## src/rtl/nibble_seq_pkg.sv

```systemverilog
// Shared definitions for the nibble-serial add/subtract sequencer.
package nibble_seq_pkg;

  localparam int NIBBLE_W = 4;

  typedef enum logic [1:0] {
    IDLE = 2'd0,
    RUN  = 2'd1,
    DONE = 2'd2
  } state_t;

endpackage

```

## src/rtl/simple_adder.sv

```systemverilog
// 4-bit ripple-carry adder slice, purely combinational.
module simple_adder (
  input  logic [3:0] a,
  input  logic [3:0] b,
  input  logic       cin,
  output logic [3:0] sum,
  output logic       cout
);

  logic [4:0] c;

  // Ripple the carry bit by bit through the four full-adder cells.
  always_comb begin
    c    = '0;
    sum  = '0;
    c[0] = cin;
    for (int i = 0; i < 4; i++) begin
      sum[i]   = a[i] ^ b[i] ^ c[i];
      c[i + 1] = (a[i] & b[i]) | (c[i] & (a[i] ^ b[i]));
    end
    cout = c[4];
  end

endmodule

```

## src/rtl/nibble_add_sequencer.sv

```systemverilog
// Nibble-serial adder/subtractor: one 4-bit slice is reused over WIDTH/4
// cycles, with the inter-nibble carry held in a register.
module nibble_add_sequencer
  import nibble_seq_pkg::*;
#(
  parameter int WIDTH = 16
) (
  input  logic             clk,
  input  logic             rst_n,
  input  logic             in_valid,
  output logic             in_ready,
  input  logic [WIDTH-1:0] a,
  input  logic [WIDTH-1:0] b,
  input  logic             cin,
  input  logic             sub,
  output logic             out_valid,
  input  logic             out_ready,
  output logic [WIDTH-1:0] sum,
  output logic             cout,
  output logic             ovf,
  output logic             busy
);

  localparam int NIBS = WIDTH / NIBBLE_W;
  localparam int KW   = (NIBS > 2) ? $clog2(NIBS) : 1;
  localparam int MSB  = WIDTH - 1;
  localparam logic [KW-1:0] KLAST = KW'(NIBS - 1);

  generate
    if ((WIDTH % NIBBLE_W) != 0 || WIDTH < 8 || WIDTH > 64) begin : g_bad_width
      $error("nibble_add_sequencer: WIDTH must be a multiple of 4 in 8..64");
    end
  endgenerate

  state_t           state;
  logic [KW-1:0]    k;
  logic             carry;
  logic [WIDTH-1:0] a_q;
  logic [WIDTH-1:0] b_q;
  logic [3:0]       a_nib;
  logic [3:0]       b_nib;
  logic [3:0]       slice_sum;
  logic             slice_cout;

  // Present the current nibble of each latched operand to the shared slice.
  always_comb begin
    a_nib = a_q[k*NIBBLE_W +: NIBBLE_W];
    b_nib = b_q[k*NIBBLE_W +: NIBBLE_W];
  end

  simple_adder u_slice (
    .a    (a_nib),
    .b    (b_nib),
    .cin  (carry),
    .sum  (slice_sum),
    .cout (slice_cout)
  );

  // Control FSM plus all datapath registers; every output is registered here.
  always_ff @(posedge clk or negedge rst_n) begin
    if (!rst_n) begin
      state     <= IDLE;
      k         <= '0;
      carry     <= 1'b0;
      a_q       <= '0;
      b_q       <= '0;
      sum       <= '0;
      cout      <= 1'b0;
      ovf       <= 1'b0;
      out_valid <= 1'b0;
      busy      <= 1'b0;
      in_ready  <= 1'b1;
    end else begin
      case (state)
        IDLE: begin
          if (in_valid && in_ready) begin
            a_q      <= a;
            b_q      <= sub ? ~b : b;
            carry    <= sub ? 1'b1 : cin;
            k        <= '0;
            sum      <= '0;
            cout     <= 1'b0;
            ovf      <= 1'b0;
            in_ready <= 1'b0;
            busy     <= 1'b1;
            state    <= RUN;
          end
        end
        RUN: begin
          sum[k*NIBBLE_W +: NIBBLE_W] <= slice_sum;
          carry <= slice_cout;
          k     <= k + 1'b1;
          if (k == KLAST) begin
            cout      <= slice_cout;
            ovf       <= (a_q[MSB] == b_q[MSB]) && (slice_sum[3] != a_q[MSB]);
            out_valid <= 1'b1;
            state     <= DONE;
          end
        end
        DONE: begin
          if (out_valid && out_ready) begin
            out_valid <= 1'b0;
            busy      <= 1'b0;
            in_ready  <= 1'b1;
            state     <= IDLE;
          end
        end
        default: begin
          state     <= IDLE;
          out_valid <= 1'b0;
          busy      <= 1'b0;
          in_ready  <= 1'b1;
        end
      endcase
    end
  end

endmodule
```

## config.mk

```make
export PLATFORM = sky130hd
export DESIGN_NAME = nibble_add_sequencer
export DESIGN_NICKNAME = d
export VERILOG_FILES = /design/src/rtl/nibble_seq_pkg.sv /design/src/rtl/simple_adder.sv /design/src/rtl/nibble_add_sequencer.sv
export SDC_FILE = /design/constraint.sdc
export NUM_CORES = 1
export LEC_CHECK = 0
export BUFFER_PORTS_ARGS = -buffer_cell sky130_fd_sc_hd__buf_2
export CORE_MARGIN = 2
export CORE_UTILIZATION = 56
export CTS_BUF_LIST = sky130_fd_sc_hd__clkbuf_4
export DETAILED_ROUTE_END_ITERATION = 10
export PLACE_DENSITY = 0.86
export RECOVER_POWER = 25
export SYNTH_ARGS = -nofsm -noshare
export SYNTH_HDL_FRONTEND = slang
export SYNTH_SLANG_ARGS = --single-unit
```

## constraint.sdc

```tcl
create_clock -name clk -period 3.4 [get_ports clk]
set_input_delay 0.68 -clock clk [delete_from_list [all_inputs] [get_ports clk]]
set_output_delay 0.68 -clock clk [all_outputs]
set_load 0.01 [all_outputs]
```

==> reports/qor.yml, run 1 <==
status: "finished, violations left"
violations: "capacitance limit, slew limit"
synth_cell_type_count: 39
start_util_pct: 58.9
cts_tree: "built"
top_layer: "met4"
dr_wl_met2_um: 3130
ctsResizeCount: 0
period_minus_slack_ps: 3030
synthesis.nets: 300
tns_ps: 0
synthCells: 254
io_buffer_count: 58
skew_ps: 14.4
fillers: 380
syn_area_per_cell_um2: 11.1
final_cell_mix: "nand2_1, dfrtp_1, buf_2"
crit_path_cell_trace: "mux4_2, inv_1, fa_1, inv_1, fa_1, inv_1, fa_1, inv_1, fa_1, nand2b_1, o22ai_1, a32o_1"
synth_ff_type: "dfrtp_1"
yosys.area.top_type: "dfrtp_1"
ioPinCount: 59
synth-simple-area-share_pct: 14.5
seqPwrFrac_pct: 42.4
start_kind: "register"
final_common_cell: "nand2_1"
synth_top_family_by_area: "simple AND/OR/NAND/NOR gates"
switching_share_pct: 38.4
cts_hold_buf: 0
max_stage_delay_ps: 530
final-hold-violation-count: 0
crit_cells: 12
drive_above_1_share_pct: 29.2
syn2layout_area_growth_pct: 15.7
grt_pass1_wl_um: 9880
synth_edf_count: 0
worst-setup-path-type: "register to register"
drv_slew: 30
p_per_area_nw_per_um2: 807
synth_mux_area_share_pct: 6.92
wl_met1_um: 2540
slew-limit-headroom_pct: -1.32
drt_pass1_iterations: 4
clock-sinks: 58
end_kind: "register"
cts-buffers-inserted: 9
overflow: 0
ys_warn_count: 0
max-vdd-ir-drop_mv: 0.470
die_area_um2: 5620
rows: 25
worstPathMaxFanout: 6
synth_area_um2: 2820
cts_max_level: 3
fin_area_um2: 3260
pwr-share-comb_pct: 39.7
cpLargestDelayFamily: "adder cells"
yosysSeqAreaShare_pct: 51.5
cap_viol_max_count: 1
synth.top_cell.area_share_pct: 50.6
fmax_ghz: 0.330
reg2reg_depth: 12
setup_slack_ps: 368
drc: 0
synth_xor_area_share_pct: 4.97
grt_pass1_vias: 2132
dpl_cell_area_um2: 3140
clk-insertion-delay-late_ps: 400
post-place-ws_ps: 375
wl_met3_um: 222
finalCritPeriodShare_pct: 89.2
drt_iter0_drc: 95
hpwl_um: 4460
p_int_w: 0.00162
n_antenna_cell: 0
root_buffer: "clkbuf_4"
chipWidth_um: 75.0
die_h_um: 75.0
min_path_type: "input pin to register"
required_ps: 3700
nets: 359
ant_nets: 0
antenna_found_initial: 0
drt-vias-per-instance: 5.31
wl_um: 6010
path_clk_slew_ps: 100
synthAdderAreaFrac_pct: 4.61
finalSetupViolCount: 0
ys_top_cells_by_area: "dfrtp_1, nand2_1, mux4_2, xnor2_1, o21ai_0"
holdPathStages: 3
track_usage_pct: 24.1
post_cts_buffers: 0
synth-compound-area-share_pct: 12.8
grt_max_degree: 53
core_um2: 4790
crit_path_top_delay_cell: "mux4_2"
synthArstFlopShare_pct: 100
total_leakage_power_nw: 1.62
tightest_slew_ps: 1520
crit_buf_inv: 4
wl_per_cell_um: 15.6
clockPowerShare_pct: 18.0
crit_arrival_ps: 3330
cts_buffer_depth: 2
place_congestion: 0.880
synth_seq_cells: 58
dr_total_vias: 2045
p_switching_w: 0.00101
rsz0062_at_grt: "false"
## registers in the layout, indices dropped and copies added, names as in the netlist
signal and cells:
a_q 16, b_q 16, sum 16, k 2, state 2, busy 1
carry 1, cout 1, in_ready 1, out_valid 1, ovf 1
## worst register-to-register path: cells and delay by family (launching register included)
family	cells	cell delay, ps
adder cells (fa/ha/maj)	4	1210
multiplexers	1	530
flip-flops	1	460
AO/OA/AOI/OAI	2	360
buffers and inverters	4	270
AND/OR/NAND/NOR	1	110
## stage by stage
stage	utilization, %	std cells	hold WS [ps]	power [W]
after global placement	65.6	369	458	0.00212
after floorplan	-	254	384	0.00181
after CTS	68.3	385	299	0.00264
after detailed placement	65.6	369	466	0.00218
final	68.2	385	464	0.00263
after global routing	68.2	385	479	0.00281
## routing by layer
| layer | vias to the layer above | global-route usage [%] |
|---|---|---|
| met5 | - | 0 |
| met4 | 0 | 11.5 |
| met3 | 14 | 4.15 |
| met2 | 56 | 41.8 |
| met1 | 979 | 29.3 |
| li1 | 996 | - |
## path summary, 6_finish.rpt
| check | startpoint | endpoint | slack, ps |
|---|---|---|---|
| hold reg to reg | a_q[0] | a_q[0] | 490 |
| hold / removal | a[6] | a_q[6] | 460 |
| min in group asynchronous | rst_n | sum[5] | 630 |
| setup reg to reg | k[0] | ovf | 370 |
| max in group asynchronous | rst_n | b_q[8] | 1360 |
| setup / recovery | k[0] | ovf | 370 |
## cell families after synthesis
family | after synthesis
AND/OR/NAND/NOR | 88
flip-flops | 58
AO/OA/AOI/OAI | 50
buffers and inverters | 25
XOR/XNOR | 16
multiplexers | 9
adder cells (fa/ha/maj) | 8
## synth_stat cells (3+ instances only)
library cell,n
o21ai_0,19
dfrtp_1,57
buf_2,6
a21oi_1,4
inv_1,11
nand3_1,4
nand2_1,68
ha_1,4
a22o_1,9
xnor2_1,16
fa_1,4
buf_6,3
clkbuf_1,3
o2bb2ai_1,9
mux4_2,8
## layout make-up
type                       count  area (µm²)  area share (%)
multi-input combinational    171        1240            38.0
tap                           67        83.8            2.57
clock inverter                 7        60.1            1.84
inverter                      11        41.3            1.27
sequential                    58        1450            44.5
clock buffer                   9        67.6            2.07
timing repair buffer          62         317            9.70
## power groups by stage
stage	Combinational (W)	Sequential, W	Clock, W
after floorplan	0.000724	0.00108	0
after global placement	0.00101	0.00111	0
after CTS	0.00106	0.00112	0.000473
final	0.00104	0.00112	0.000474
after global routing	0.00116	0.00114	0.000501
after detailed placement	0.00105	0.00113	0
Note: power is estimated with default switching activity, not from simulation.
==> inputs of run 2 (changes only) <==
Settings changed: CORE_UTILIZATION 56 to 48, PLACE_DENSITY 0.86 to 0.76.
==> run 2 against run 1 <==
  * The flow now finishes without violations
  * Global-route usage is 4.2 points lower
  * Clock skew is 4.3 ps lower
  * Clock power barely moved
  * Via count down 0.20%
  * Count of clock-buffer cells in the layout rose by 2
  * Sequential power about the same
  * Cell count increased by 1.3%
  * First-iteration DRC count is 2.1% higher
  * Sequential cell count unchanged
  * Final area increased by 0.38%
  * Largest cell class unchanged
==> reports/qor.yml, run 2 (synthesis results as in run 1) <==
max-vdd-ir-drop_mv: 0.446
status: "finished, final reports clean"
nets: 360
skew_ps: 10.1
cap_viol_max_count: 0
period_minus_slack_ps: 3020
n_antenna_cell: 0
p_switching_w: 0.000976
fmax_ghz: 0.331
p_per_area_nw_per_um2: 799
clockPowerShare_pct: 18.0
worstPathMaxFanout: 6
postLayoutCoreUtil_pct: 58.8
final_common_cell: "nand2_1"
tightest_slew_ps: 977
rsz0062_at_grt: "false"
ctsResizeCount: 0
end_kind: "register"
core_um2: 5570
syn2layout_area_growth_pct: 16.1
p_int_w: 0.00164
wl_per_cell_um: 14.8
cts-buffers-inserted: 9
die_h_um: 80.7
grt_pass1_wl_um: 9470
cts_hold_buf: 0
io_buffer_count: 58
drt_pass1_iterations: 4
cts_max_level: 3
drc: 0
tns_ps: 0
path_clk_slew_ps: 90
drive_above_1_share_pct: 29.6
drv_slew: 0
hpwl_um: 4230
chipWidth_um: 80.7
antenna_found_initial: 0
worst-setup-path-type: "register to register"
reg2reg_depth: 10
finalCritPeriodShare_pct: 88.8
drt_iter0_drc: 97
switching_share_pct: 37.3
crit_arrival_ps: 3320
grt_max_degree: 53
clock-sinks: 58
min_path_type: "input pin to async pin"
post_cts_buffers: 0
ant_nets: 0
final_cell_mix: "nand2_1, dfrtp_1, buf_2"
drt-vias-per-instance: 5.23
die_area_um2: 6500
rows: 27
root_buffer: "clkbuf_4"
total_leakage_power_nw: 1.63
clk-insertion-delay-late_ps: 400
finalSetupViolCount: 0
cts_tree: "built"
track_usage_pct: 19.9
setup_slack_ps: 380
ioPinCount: 59
seqPwrFrac_pct: 41.9
final-hold-violation-count: 0
cts_buffer_depth: 2
reg.largest.list: "a_q (16), b_q (16), sum (16)"
required_ps: 3700
slew-limit-headroom_pct: 34.9
start_kind: "register"
fillers: 502
place_congestion: 0.813
start_util_pct: 50.6
grt_pass1_vias: 1964
dr_total_vias: 2041
wl_um: 5760
overflow: 0
post-place-ws_ps: 371
pwr-share-comb_pct: 40.1
==> run 2: power by group through the flow <==
stage	clock network (W)	registers (W)	logic, W
2_1_floorplan	0	0.00108	0.000724
3_3_place_gp	0	0.00111	0.00101
3_5_place_dp	0	0.00111	0.00106
4_1_cts	0.000486	0.00110	0.00106
5_1_grt	0.000522	0.00113	0.00115
6_report	0.000472	0.00110	0.00105
==> run 2: cell type report <==
class | instances | area [µm²] | share of cell area [%]
Inverter | 11 | 41.3 | 1.26
Clock inverter | 4 | 43.8 | 1.34
Multi-Input combinational cell | 171 | 1240 | 37.9
Clock buffer | 11 | 82.6 | 2.52
Tap cell | 72 | 90.1 | 2.75
Timing Repair Buffer | 63 | 324 | 9.89
Sequential cell | 58 | 1450 | 44.3
==> run 2: routing by layer <==
metal	routed length [µm]	up-vias	GRT usage (%)
met1	2540	980	26.4
met3	352	6	7.19
met5	0	-	0
met2	2810	58	30.2
li1	-	997	-
met4	53	0	7.29
==> run 2: stage by stage <==
| stage | instances | power [W] | cell area, µm² | hold WS [ps] |
|---|---|---|---|---|
| after CTS | 390 | 0.00265 | 3280 | 169 |
| after global placement | 375 | 0.00212 | 3150 | 459 |
| after detailed placement | 375 | 0.00217 | 3150 | 459 |
| after global routing | 390 | 0.00280 | 3280 | 442 |
| after floorplan | 254 | 0.00181 | 2820 | 384 |
| final | 390 | 0.00262 | 3280 | 379 |
==> run 2: final timing paths <==
check / from / slack, ps / to
max reg2reg: k[0] / 380 / ovf
max: k[0] / 380 / ovf
min: rst_n / 380 / out_valid
min in group clk: a[1] / 460 / a_q[1]
min reg2reg: a_q[2] / 490 / a_q[2]
max in group asynchronous: rst_n / 1530 / sum[0]
==> run 2: worst max-delay path, cell delays in order (launching register included) <==
cell	delay, ps
dfrtp_1	440
buf_4	210
mux4_2	540
fa_1	440
inv_1	80
fa_1	150
inv_1	50
fa_1	550
nand2b_1	120
o22ai_1	80
a32o_1	260
